`src/rtl/vf_seq_pkg.sv`:
```
// rtl/vf_seq_pkg.sv - shared mode/state encodings and CRC-8 step for the frame sequencer
package vf_seq_pkg;

    localparam logic [1:0] MODE_LIVE  = 2'd0;
    localparam logic [1:0] MODE_RAMP  = 2'd1;
    localparam logic [1:0] MODE_BARS  = 2'd2;
    localparam logic [1:0] MODE_FIXED = 2'd3;

    localparam logic [1:0] ST_IDLE   = 2'd0;
    localparam logic [1:0] ST_SYNC   = 2'd1;
    localparam logic [1:0] ST_ACTIVE = 2'd2;
    localparam logic [1:0] ST_DONE   = 2'd3;

    localparam logic [7:0] CRC8_POLY = 8'h07;

    // MSB-first CRC-8 over one byte
    function automatic logic [7:0] crc8_update(input logic [7:0] crc, input logic [7:0] data);
        logic [7:0] c;
        c = crc ^ data;
        for (int i = 0; i < 8; i++) begin
            c = c[7] ? ((c << 1) ^ CRC8_POLY) : (c << 1);
        end
        return c;
    endfunction

endpackage

```
`src/rtl/vf_pattern_gen.sv`:
```
// rtl/vf_pattern_gen.sv - test pattern byte (ramp / vertical bars / fixed) for the current frame position
module vf_pattern_gen
    import vf_seq_pkg::*;
#(
    parameter int FRAME_W = 252,
    parameter int BPP     = 1,
    parameter int COL_W   = 8
) (
    input  logic [1:0]       mode_i,
    input  logic [COL_W-1:0] col_i,
    input  logic [7:0]       idx_lo_i,
    input  logic [7:0]       frame_lo_i,
    input  logic [7:0]       fixed_byte_i,
    output logic [7:0]       pat_byte_o
);

    logic [2:0] bar;

    always_comb begin
        bar        = 3'(((32'(col_i) / BPP) * 8) / FRAME_W);
        pat_byte_o = 8'h00;
        case (mode_i)
            MODE_RAMP:  pat_byte_o = frame_lo_i + idx_lo_i;
            // Odd bytes of a YUY2 pair carry neutral chroma
            MODE_BARS:  pat_byte_o = (BPP == 2 && col_i[0]) ? 8'h80 : {bar, 5'b00000};
            MODE_FIXED: pat_byte_o = fixed_byte_i;
            default:    pat_byte_o = 8'h00;
        endcase
    end

endmodule

```
`src/rtl/vf_frame_sequencer.sv`:
```
// rtl/vf_frame_sequencer.sv - frame byte sequencer between camera core fetch and source stream; VF_SEQ_CRC_EN adds per-frame CRC-8
module vf_frame_sequencer
    import vf_seq_pkg::*;
#(
    parameter int         FRAME_W   = 252,
    parameter int         FRAME_H   = 120,
    parameter int         BPP       = 1,
    parameter logic [7:0] FILL_BYTE = 8'h10
) (
    input  logic        clk,
    input  logic        rstn,
    input  logic        vf_sof,
    input  logic        vf_req,
    output logic [7:0]  vf_byte,
    input  logic        src_valid,
    input  logic [7:0]  src_byte,
    input  logic        src_sof,
    output logic        src_ready,
    input  logic [1:0]  mode,
    input  logic [7:0]  fixed_byte,
    output logic [15:0] frame_cnt,
    output logic [15:0] underrun_cnt,
    output logic [7:0]  crc_out
);

    localparam int FRAME_BYTES = FRAME_W * FRAME_H * BPP;
    localparam int LINE_BYTES  = FRAME_W * BPP;
    localparam int IDX_W       = $clog2(FRAME_BYTES + 1);
    localparam int COL_W       = (LINE_BYTES > 1) ? $clog2(LINE_BYTES) : 1;
    localparam int ROW_W       = (FRAME_H > 1) ? $clog2(FRAME_H) : 1;

    logic [1:0]       state_q, state_d;
    logic [1:0]       mode_q, mode_d;
    logic [IDX_W-1:0] idx_q, idx_d;
    logic [COL_W-1:0] col_q, col_d;
    logic [ROW_W-1:0] row_q, row_d;
    logic [15:0]      frame_cnt_q, frame_cnt_d;
    logic [15:0]      underrun_q, underrun_d;
    logic [7:0]       vf_byte_q, vf_byte_d;
    logic [7:0]       pat_byte;
    logic             deliver;
    logic             underrun_inc;
    logic             live_ok;

    vf_pattern_gen #(
        .FRAME_W (FRAME_W),
        .BPP     (BPP),
        .COL_W   (COL_W)
    ) u_pattern (
        .mode_i       (mode_q),
        .col_i        (col_q),
        .idx_lo_i     (8'(idx_q)),
        .frame_lo_i   (frame_cnt_q[7:0]),
        .fixed_byte_i (fixed_byte),
        .pat_byte_o   (pat_byte)
    );

    always_comb begin
        state_d      = state_q;
        mode_d       = mode_q;
        idx_d        = idx_q;
        col_d        = col_q;
        row_d        = row_q;
        frame_cnt_d  = frame_cnt_q;
        underrun_d   = underrun_q;
        vf_byte_d    = vf_byte_q;
        src_ready    = 1'b0;
        deliver      = 1'b0;
        underrun_inc = 1'b0;
        // A source frame start is only usable at byte 0 of our frame
        live_ok      = src_valid && !(src_sof && idx_q != '0);

        if (vf_sof) begin
            mode_d      = mode;
            frame_cnt_d = frame_cnt_q + 16'd1;
            idx_d       = '0;
            col_d       = '0;
            row_d       = '0;
            state_d     = (mode == MODE_LIVE) ? ST_SYNC : ST_ACTIVE;
        end else begin
            case (state_q)
                ST_SYNC: begin
                    src_ready = src_valid && !src_sof;
                    if (vf_req) begin
                        vf_byte_d    = FILL_BYTE;
                        deliver      = 1'b1;
                        underrun_inc = 1'b1;
                    end else if (src_valid && src_sof && idx_q == '0) begin
                        state_d = ST_ACTIVE;
                    end
                end
                ST_ACTIVE: begin
                    if (vf_req) begin
                        deliver = 1'b1;
                        if (mode_q == MODE_LIVE) begin
                            if (live_ok) begin
                                vf_byte_d = src_byte;
                                src_ready = 1'b1;
                            end else begin
                                vf_byte_d    = FILL_BYTE;
                                underrun_inc = 1'b1;
                                if (src_valid) state_d = ST_SYNC;
                            end
                        end else begin
                            vf_byte_d = pat_byte;
                        end
                    end
                end
                default: begin
                    if (vf_req) vf_byte_d = FILL_BYTE;
                end
            endcase

            if (deliver) begin
                idx_d = idx_q + 1'b1;
                if (col_q == COL_W'(LINE_BYTES - 1)) begin
                    col_d = '0;
                    row_d = row_q + 1'b1;
                end else begin
                    col_d = col_q + 1'b1;
                end
                if (idx_d == IDX_W'(FRAME_BYTES)) state_d = ST_DONE;
            end

            if (underrun_inc && underrun_q != 16'hFFFF) underrun_d = underrun_q + 16'd1;
        end
    end

    always_ff @(posedge clk or negedge rstn) begin
        if (!rstn) begin
            state_q     <= ST_IDLE;
            mode_q      <= MODE_LIVE;
            idx_q       <= '0;
            col_q       <= '0;
            row_q       <= '0;
            frame_cnt_q <= 16'd0;
            underrun_q  <= 16'd0;
            vf_byte_q   <= 8'h00;
        end else begin
            state_q     <= state_d;
            mode_q      <= mode_d;
            idx_q       <= idx_d;
            col_q       <= col_d;
            row_q       <= row_d;
            frame_cnt_q <= frame_cnt_d;
            underrun_q  <= underrun_d;
            vf_byte_q   <= vf_byte_d;
        end
    end

`ifdef VF_SEQ_CRC_EN
    logic [7:0] crc_q, crc_d;
    logic [7:0] crc_out_q, crc_out_d;

    always_comb begin
        crc_d     = crc_q;
        crc_out_d = crc_out_q;
        if (vf_sof) begin
            crc_d = 8'h00;
        end else begin
            if (deliver && state_q == ST_ACTIVE) crc_d = crc8_update(crc_q, vf_byte_d);
            if (state_d == ST_DONE && state_q != ST_DONE) crc_out_d = crc_d;
        end
    end

    always_ff @(posedge clk or negedge rstn) begin
        if (!rstn) begin
            crc_q     <= 8'h00;
            crc_out_q <= 8'h00;
        end else begin
            crc_q     <= crc_d;
            crc_out_q <= crc_out_d;
        end
    end

    assign crc_out = crc_out_q;
`else
    assign crc_out = 8'h00;
`endif

    assign vf_byte      = vf_byte_q;
    assign frame_cnt    = frame_cnt_q;
    assign underrun_cnt = underrun_q;

endmodule

```
`config.mk`:
```
export PLATFORM = sky130hd
export DESIGN_NAME = vf_frame_sequencer
export DESIGN_NICKNAME = d
export VERILOG_FILES = /design/src/rtl/vf_seq_pkg.sv /design/src/rtl/vf_pattern_gen.sv /design/src/rtl/vf_frame_sequencer.sv
export SDC_FILE = /design/constraint.sdc
export NUM_CORES = 1
export LEC_CHECK = 0
export ABC_AREA = 1
export BUFFER_PORTS_ARGS = -buffer_cell sky130_fd_sc_hd__buf_2
export CAP_MARGIN = 15
export CORE_UTILIZATION = 53
export CTS_CLUSTER_SIZE = 14
export DETAILED_ROUTE_END_ITERATION = 7
export PLACE_DENSITY = 0.87
export SLEW_MARGIN = 0
export SYNTH_ARGS = -nofsm -noshare
export SYNTH_HDL_FRONTEND = slang
export SYNTH_HIERARCHICAL = 1
export SYNTH_SLANG_ARGS = --single-unit
export TNS_END_PERCENT = 30
```
`constraint.sdc`:
```
create_clock -name clk -period 2.4 [get_ports clk]
set_clock_uncertainty 0.2 [all_clocks]
set_input_delay 0.24 -clock clk [delete_from_list [all_inputs] [get_ports clk]]
set_output_delay 0.24 -clock clk [all_outputs]
set_load 0.05 [all_outputs]
```
==> results by group, run 1 <==
Setup path
  – Chain of cells forming the critical path: buf_6 > inv_4 > ha_4 > inv_2 > nor2_2 > nand2_1 > nor2_2 > nand2_2 > a21boi_4 > nand4_1 > a21oi_2 > buf_6
  – Total buffers and inverters traversed by the critical path: 4
  – CP peak stage delay: roughly 0.42 ns
  – Count of cells along the worst register-to-register path: 14
  – Critical R2R Launch: idx_q[1]
  – Crit path capture type: primary output
  – Setup slack, reg-to-reg: -0.05 ns
  – Worst Path Arrival: roughly 2.2 ns
  – Cell type of the slowest stage on the worst timing path: dfrtp_1
  – Critical Setup Path Class: reg2out
  – Critical Path Fanout Max: 2
  – RR Endpoint: vf_byte[6]
  – Category of cells accounting for the largest share of critical-path delay: simple AND/OR/NAND/NOR gates
  – Required time worst endpoint: just under 2 ns
  – Category of the worst setup path launch point: flop

Logic synthesis
  – Cell types with the largest area share after synthesis: dfrtp_1 (34%), nand2_1 (18%), inv_1 (6.7%)
  – Share of Yosys cell area claimed by the top area cell type: approximately a third
  – Cell taking the most area after synthesis: dfrtp_1
  – Primary flip-flop cell chosen by synthesis mapping: dfrtp_1
  – Sequential-to-total area share from yosys stat: between 30% and 40%
  – Average footprint of a synthesized cell: between 6 and 7 um2
  – Post-synthesis instance area: roughly 4900 um2
  – Number of synthesized register bits: 67
  – Async SR Flop Fraction: between 90% and 100%
  – Count of different cell masters after synthesis: 43
  – Cell count after synthesis: around 710
  – Number of enable flip-flop cells after synthesis: 0
  – Yosys warns: 6

Floorplanning
  – Area of the die: around 9600 um2
  – Io pins: 73
  – Vertical die dimension: 98.1 um
  – Effective utilization at floorplan: between 50 and 60%
  – Horizontal die dimension: about 100 um
  – Standard-cell rows: 34
  – CORE AREA: approximately 9000 um2

Detailed routing
  – Vias: approximately 5,200
  – Pre-antenna DRT Iters: 8
  – Total routed wirelength: about 13,000 um
  – Antenna violation net count after detailed routing: 0
  – Post-detailed-route wirelength per cell: roughly 14 um
  – Detailed Route Iter0 Violations: about 520
  – Final routed DRC violation total: 9
  – Routed via count divided by cell count: approximately 5.5

Global routing
  – All-Layer GR Usage: approximately 28%
  – GRT overflow: 0
  – Largest net degree at the start of global routing: 55
  – Number of global-route vias before repair: 4,747
  – Global-route wire length before repair: between 20,000 and 25,000 um
  – Initial antenna violation count: 0

Timing
  – Setup slack of the critical path after layout: -0.186 ns
  – Period minus WS final: around 2.6 ns
  – Worst hold margin: 0.0162 ns
  – Least-Margin Pin Slew: between 0.7 and 0.8 ns
  – Rel. slew slack: between 50% and 60%
  – Number of hold violations in the final report: 0
  – RSZ-0062 raised after global routing: yes
  – Maximum clock frequency: about 390 MHz
  – Setup-failing EPs final: 8
  – Pins Over Slew Limit: 0
  – Sum of negative setup slack: -0.309 ns
  – Final worst-path cycle share: 108%

Place
  – HPWL after detailed placement: 9280 um
  – Routability congestion estimate: a little over 0.9
  – Post-Place Cells: between 800 and 900
  – Setup Slack @ Placement: -0.174 ns
  – Port Buffers: 64

Min path
  – Hold path cells: 5
  – Worst Hold Path EP: vf_byte[2]
  – Hold path startpoint: src_byte[2]
  – Hold Crit Class: in2reg

Final layout
  – Layout cell share with drive strength beyond 1: about a fifth
  – Layout fillers: just over 700
  – Commonest non-fill, non-tap cell in the layout: nand2_1
  – Leading cell types in the layout, fill and taps excluded: nand2_1 (232), inv_1 (83), dfrtp_1 (65)
  – Non-filler cells, final: just over 900
  – Layout area overhead: 21.7%
  – Final core utilization: approximately two thirds
  – Net count of the finished layout: 859
  – Total inserted antenna cells: 0

Clocking
  – # H-tree levels: 3
  – Number of sinks on the clock net: 67
  – Root buf cell: clkbuf_8
  – CTS Buf Count: 9
  – CTS tree: done
  – Clock Path Buffers: 2
  – Skew-Pair Late Insertion Delay: 0.37 ns
  – Clock-pin slew on the worst setup and hold paths: approximately 0.090 ns

Pwr
  – Total leakage power: about 0.0031 uW
  – Sequential cell fraction of total power: 35.8%
  – Peak VDD IR: 0.780 mV
  – Net load switching power: between 1500 and 2000 uW
  – Part of the total power dissipated in the clock network: approximately 25%
  – Combinational share of power: ~39%
  – Share of total power consumed by net switching: between 40% and 50%
  – P_int: about 2200 uW
  – Power density relative to cell area: around 670 nW/um2

Outcome
  – Run status: finished, violations left
  – Failing checks: design-rule violations, negative setup slack

Run
  – # Max-Cap Violations: 0
cells in the mapped netlist, types with 2 or more instances:
cell	count
nand2_1	233
inv_1	87
dfrtp_1	67
nand3_1	64
nor2_1	62
xor2_1	22
nand4_1	19
ha_1	16
o21ai_0	16
a21oi_1	14
nor3_1	12
o22ai_1	11
buf_4	8
nand2_2	8
nor2_2	8
inv_2	7
xnor2_1	7
nand3_2	4
nor4_1	4
a22o_1	3
buf_2	3
clkbuf_1	3
nand3b_1	3
nor2_4	3
and3_1	2
nand2_4	2
o21bai_1	2
o31ai_1	2
stage by stage:
stage | cell area [um2] | power (uW)
2_1_floorplan | 4930 | 2390
3_3_place_gp | 5480 | 2800
3_5_place_dp | 5480 | 2850
4_1_cts | 5870 | 3930
5_1_grt | 5960 | 4160
6_report | 5960 | 3980
worst max path at each step:
stage	startpoint	end	cells past startpoint
after global placement	frame_cnt[0]	vf_byte[6]	14
after CTS	idx_q[1]	src_ready	12
final	idx_q[1]	src_ready	12
after detailed placement	frame_cnt[0]	vf_byte[6]	14
after floorplan	frame_cnt[0]	vf_byte[6]	14
after global routing	idx_q[1]	src_ready	12
per-layer routing:
metal / part of all wire [%] / wire length [um] / GRT usage, %
met4: 3.5 / 465 / 13.1
met1: 42 / 5640 / 35.8
met3: 8.1 / 1080 / 5.58
met2: 46 / 6100 / 45.2
met5: 0 / 0 / 0
repair_timing:
action                     in CTS  in global routing
buffers inserted                6                  5
pin swaps                       7                 13
hold endpoints to repair       76                  0
resized for setup              15                 14
hold buffers                    9                  0
gates cloned                    0                  1
setup endpoints to repair       4                 22
tightest hold or removal path, cell delays in order:
cell and delay [ns]:
buf_2 0.08, nand3_1 0.07, nand2_1 0.06, nand2_1 0.05, nand2_1 0.05
registers in the layout, summed over array words and instances (netlist names):
| register | count |
|---|---|
| frame_cnt | 16 |
| underrun_cnt | 16 |
| idx_q | 15 |
| col_q | 8 |
| vf_byte | 8 |
| mode_q | 2 |
| state_q | 2 |
power by group through the flow:
stage / Combinational [uW] / Clock [uW] / Sequential (uW)
finish: 1540 / 1010 / 1430
global route: 1660 / 1060 / 1430
CTS: 1500 / 1020 / 1420
detailed placement: 1420 / 0 / 1440
global placement: 1380 / 0 / 1420
floorplan: 596 / 0 / 1800
cell families (layout without fill, tap and decap cells):
kind of cell,after synthesis,in the layout,synth area share (%)
and+or+nand+nor,430,431,39.8
buffers and inverters,109,217,9.20
DFF,67,67,34.2
AOI/OAI and AO/OA,54,54,6.98
xor gates and xnor gates,29,29,5.19
adders and majority gates,17,17,4.50
other,1,8,0.0766
final cells by class:
type                            count  area [um2]  share of cell area [%]
Inverter                           94         358                    6.00
Tap cell                          108         135                    2.27
Multi-Input combinational cell    539        2880                    48.2
Timing Repair Buffer              107         708                    11.9
Clock inverter                      7        81.3                    1.36
Sequential cell                    67        1680                    28.2
Clock buffer                        9         124                    2.08
Note: power is estimated with default switching activity, not from simulation.
==> inputs of run 2 (changes only) <==
- CORE_UTILIZATION: 53 -> 58
- PLACE_DENSITY: 0.87 -> 0.9
- SKIP_LAST_GASP: unset -> 1
- clock period: 2.4 -> 2.62 ns (I/O delays scaled with it)
==> results by group, run 2 (synthesis results as in run 1) <==
Clocking
  – # H-tree levels: 3
  – CTS tree: done
  – Number of sinks on the clock net: 67
  – Clock Path Buffers: 2
  – Skew-Pair Late Insertion Delay: 0.37 ns
  – Clock-pin slew on the worst setup and hold paths: about 0.080 ns
  – Root buf cell: clkbuf_8
  – CTS Buf Count: 9

Min path
  – Hold Crit Class: in2reg

Timing
  – Sum of negative setup slack: -0.0890 ns
  – Maximum clock frequency: 369 MHz
  – Period minus WS final: roughly 2.7 ns
  – RSZ-0062 raised after global routing: yes
  – Number of hold violations in the final report: 0
  – Setup-failing EPs final: 1
  – Setup slack of the critical path after layout: -0.0890 ns
  – Pins Over Slew Limit: 0
  – Final worst-path cycle share: 103%
  – Least-Margin Pin Slew: 0.835 ns
  – Rel. slew slack: approximately 44%

Outcome
  – Failing checks: negative setup slack
  – Run status: finished, violations left

Final layout
  – Commonest non-fill, non-tap cell in the layout: nand2_1
  – Leading cell types in the layout, fill and taps excluded: nand2_1 (233), inv_1 (84), dfrtp_1 (65)
  – Total inserted antenna cells: 0
  – Layout cell share with drive strength beyond 1: approximately a fifth
  – Layout area overhead: 18.4%
  – Non-filler cells, final: 911
  – Net count of the finished layout: 842

Detailed routing
  – Total routed wirelength: approximately 14,000 um
  – Detailed Route Iter0 Violations: about 550
  – Antenna violation net count after detailed routing: 0
  – Routed via count divided by cell count: ~5.7
  – Pre-antenna DRT Iters: 7
  – Post-detailed-route wirelength per cell: roughly 15 um
  – Vias: ~5,200
  – Final routed DRC violation total: 0

Floorplanning
  – Horizontal die dimension: between 90 and 100 um
  – Effective utilization at floorplan: 59.9%
  – CORE AREA: 8180 um2
  – Io pins: 73
  – Area of the die: slightly below 9000 um2
  – Standard-cell rows: 33
  – Vertical die dimension: ~94 um

Setup path
  – Crit path capture type: primary output
  – Critical Path Fanout Max: 4
  – Critical Setup Path Class: reg2out
  – Required time worst endpoint: ~2.2 ns
  – Worst Path Arrival: ~2.3 ns
  – Category of the worst setup path launch point: flop

Place
  – Routability congestion estimate: 0.929
  – Post-Place Cells: just under 900
  – HPWL after detailed placement: slightly below 10,000 um
  – Port Buffers: 64

Run
  – # Max-Cap Violations: 0

Pwr
  – Total leakage power: between 0.003 and 0.004 uW
  – Power density relative to cell area: 655 nW/um2
  – Peak VDD IR: between 0.6 and 0.7 mV

Global routing
  – Initial antenna violation count: 0
  – All-Layer GR Usage: between 30% and 40%
  – Number of global-route vias before repair: between 4,000 and 5,000
  – Global-route wire length before repair: between 20,000 and 25,000 um
  – Largest net degree at the start of global routing: 36
  – GRT overflow: 0
==> run 2: cell count changes in the layout (fill, tap and decap cells not counted), sizes merged <==
cell,previous run,this run
nand3,70,69
inv,98,96
buf,98,88
bufinv,1,3
dlygate4sd3,9,3
==> run 2: worst max-delay path, cell delays in order, from the launching register on <==
cell,delay [ns]
dfrtp_1,0.42
buf_6,0.15
inv_6,0.06
ha_4,0.12
inv_2,0.02
nor2_1,0.11
nand2_1,0.10
nor2_2,0.17
nand2_2,0.11
a21boi_4,0.16
nand4_1,0.13
a21oi_2,0.17
buf_6,0.17
==> run 2: path summary, 6_finish.rpt <==
path | startpoint | end | slack (ns) | cells past startpoint
max in group asynchronous | rstn | frame_cnt[10] | 1.11 | 3
worst max register to register | idx_q[0] | vf_byte[6] | 0.05 | 14
worst min register to register | frame_cnt[15] | frame_cnt[15] | 0.28 | 1
worst max-delay path | idx_q[0] | src_ready | -0.09 | 12
min in group asynchronous | rstn | frame_cnt[0] | 0.36 | 2
worst min-delay path | src_byte[0] | vf_byte[0] | 0.01 | 5
==> run 2: final cells by class <==
type | instances | area, um2
fillers | 636 | 2380
flip-flops and latches | 67 | 1680
well taps | 105 | 131
repair buffers | 91 | 544
clock buffers | 9 | 124
multi-input cells | 538 | 2840
clock inverters | 7 | 124
inverters | 94 | 360
==> run 2: routing by layer <==
metal,up-vias,global-route usage [%],wire length (um)
met5,-,0,0
met4,0,16.9,482
met3,56,5.42,1150
met2,307,51.4,6610
met1,2421,38.0,5630
li1,2443,-,-
==> run 2: stage by stage <==
step           setup slack [ns]  hold WS [ns]  util, %  area [um2]  power [uW]
2_1_floorplan           -0.0283        -0.234        -        4920        2190
3_3_place_gp              0.162         0.180     65.9        5380        2500
3_5_place_dp           -0.00120         0.193     65.9        5380        2550
4_1_cts                 -0.0677       0.00767     69.6        5690        3680
5_1_grt                  -0.160        0.0258     70.9        5800        3950
6_report                -0.0890        0.0104     70.9        5800        3800
==> run 2: power by group <==
part	internal, uW	switching (uW)	leakage (uW)	total (uW)
Combinational	405	958	0.00202	1360
Clock	640	470	0.000120	1110
Sequential	1150	174	0.000885	1330
==> run 2: timing repair <==
action | in CTS | in global routing
endpoints found under the hold margin | 35 | 0
setup buffers | 2 | 8
pin swaps | 2 | 5
gates resized for setup | 6 | 14
hold buffers | 3 | 0
endpoints found under the setup margin | 2 | 4
==> inputs of run 3 (changes only) <==
- CORE_ASPECT_RATIO: unset -> 0.9
- CORE_MARGIN: unset -> 3
==> results by group, run 3 (synthesis results as in run 1) <==
Clocking
  – CTS tree: done
  – # H-tree levels: 3
  – CTS Buf Count: 9
  – Clock Path Buffers: 2
  – Number of sinks on the clock net: 67
  – Root buf cell: clkbuf_8
  – Clock-pin slew on the worst setup and hold paths: around 0.08 ns
  – Skew-Pair Late Insertion Delay: around 0.35 ns

Pwr
  – Power density relative to cell area: 637 nW/um2
  – Design Power: 3710 uW
  – Total leakage power: between 0.003 and 0.004 uW
  – Peak VDD IR: roughly 0.64 mV

Detailed routing
  – Total routed wirelength: around 14,000 um
  – Routed via count divided by cell count: between 5 and 6
  – Detailed Route Iter0 Violations: between 500 and 600
  – Vias: 5,168
  – Pre-antenna DRT Iters: 7
  – Final routed DRC violation total: 0
  – Antenna violation net count after detailed routing: 0
  – Post-detailed-route wirelength per cell: ~15 um

Final layout
  – Layout cell share with drive strength beyond 1: between 10% and 20%
  – Layout area overhead: 18.8%
  – Leading cell types in the layout, fill and taps excluded: nand2_1 (232), inv_1 (86), nand3_1 (64), dfrtp_1 (64), buf_2 (63)
  – Seq. cell area: roughly 1700 um2
  – Multi-input gate area in the final layout: around 2900 um2
  – Commonest non-fill, non-tap cell in the layout: nand2_1
  – Layout fillers: around 600
  – Net count of the finished layout: roughly 840
  – Total inserted antenna cells: 0
  – Non-filler cells, final: just over 900

Place
  – Routability congestion estimate: a little over 1
  – HPWL after detailed placement: about 9600 um
  – Port Buffers: 64
  – Post-Place Cells: roughly 880

Floorplanning
  – Horizontal die dimension: between 100 and 150 um
  – Io pins: 73
  – Effective utilization at floorplan: about three fifths
  – CORE AREA: about 8100 um2
  – Standard-cell rows: 31
  – Vertical die dimension: 93.2 um
  – Area of the die: 9580 um2

Global routing
  – Initial antenna violation count: 0
  – Global-route wire length before repair: ~22,000 um
  – Largest net degree at the start of global routing: 38
  – All-Layer GR Usage: 28.0%
  – Number of global-route vias before repair: between 4,000 and 5,000
  – GRT overflow: 0

Setup path
  – Critical Path Fanout Max: 2
  – Crit path capture type: primary output
  – Category of the worst setup path launch point: flop
  – Setup slack, reg-to-reg: 0.14 ns
  – RR Endpoint: vf_byte[5]
  – Critical R2R Launch: col_q[3]
  – Worst Path Arrival: approximately 2.2 ns
  – Critical Setup Path Class: reg2out
  – Count of cells along the worst register-to-register path: 21
  – Required time worst endpoint: between 2 and 2.5 ns

Run
  – # Max-Cap Violations: 0

Timing
  – Number of hold violations in the final report: 0
  – RSZ-0062 raised after global routing: yes
  – Period minus WS final: approximately 2.7 ns
  – Rel. slew slack: between 60% and 70%
  – Final worst-path cycle share: 101%
  – Maximum clock frequency: about 380 MHz
  – Sum of negative setup slack: -0.0313 ns
  – Least-Margin Pin Slew: ~0.54 ns
  – Setup-failing EPs final: 1
  – Pins Over Slew Limit: 0
  – Setup slack of the critical path after layout: -0.0313 ns

Min path
  – Hold path startpoint: src_byte[0]
  – Hold path cells: 5
  – Hold Crit Class: in2reg
  – Worst Hold Path EP: vf_byte[0]

Outcome
  – Run status: finished, violations left
  – Failing checks: negative setup slack
[run 3: cell types whose count changed in the layout (fill, tap and decap cells not counted), moves of 2 or more]
cell,delta
buf_12,+2
buf_4,-2
inv_1,+2
inv_6,-2
[run 3: report_power, final]
group / total (uW) / internal (uW) / switching (uW)
sequential: 1320 / 1150 / 171
clock: 1070 / 638 / 435
combinational: 1310 / 377 / 933
total: 3710 / 2170 / 1540
[run 3: worst max path at each step]
stage | end | cells past startpoint | from | slack, ns
floorplan | src_ready | 10 | idx_q[0] | -0.03
global placement | vf_byte[6] | 14 | frame_cnt[0] | 0.16
detailed placement | vf_byte[6] | 14 | frame_cnt[0] | 0.09
CTS | src_ready | 12 | idx_q[0] | 0.009
global route | src_ready | 12 | idx_q[0] | -0.13
finish | src_ready | 12 | idx_q[0] | -0.03
[run 3: layout make-up]
| type | instances | area share, % |
|---|---|---|
| Tap cell | 99 | 2.13 |
| Inverter | 94 | 6.11 |
| Clock inverter | 7 | 2.13 |
| Timing Repair Buffer | 90 | 9.59 |
| Sequential cell | 67 | 28.9 |
| Multi-Input combinational cell | 539 | 49.0 |
| Clock buffer | 9 | 2.13 |
[run 3: layer usage]
layer,vias up,global-route usage [%],share of wire [%],wire [um]
met5,-,2.96,0.22,30
met1,2362,37.0,42,5620
met4,2,10.1,3.0,403
met3,65,5.52,8.4,1140
li1,2458,-,-,-
met2,281,45.4,47,6320
[run 3: timing repair]
action                                  4_1_cts  5_1_grt
endpoints found under the setup margin        1        5
endpoints found under the hold margin        69        0
setup buffers                                 4        5
gates cloned                                  0        1
gates resized for setup                       7       12
pin swaps                                     4        8
hold buffers                                  3        0
[run 3: stage by stage]
stage,cell area (um2),hold WS [ns],util [%],worst slack [ns]
detailed placement,5390,-0.110,66.2,0.0861
finish,5820,0.0155,71.4,-0.0313
global placement,5390,-0.114,66.2,0.163
global route,5820,0.0626,71.4,-0.126
CTS,5730,0.0150,70.3,0.00930
floorplan,4920,-0.234,-,-0.0283
[run 3: worst max-delay path: stages, from the launching register on]
cell and delay [ns]:
dfrtp_1 0.40, buf_6 0.13, inv_4 0.06, ha_4 0.12, inv_1 0.03, nor2_1 0.11, nand2_1 0.09, nor2_2 0.14
nand2_2 0.10, a21boi_4 0.15, nand4_1 0.13, a21oi_2 0.20, buf_6 0.18
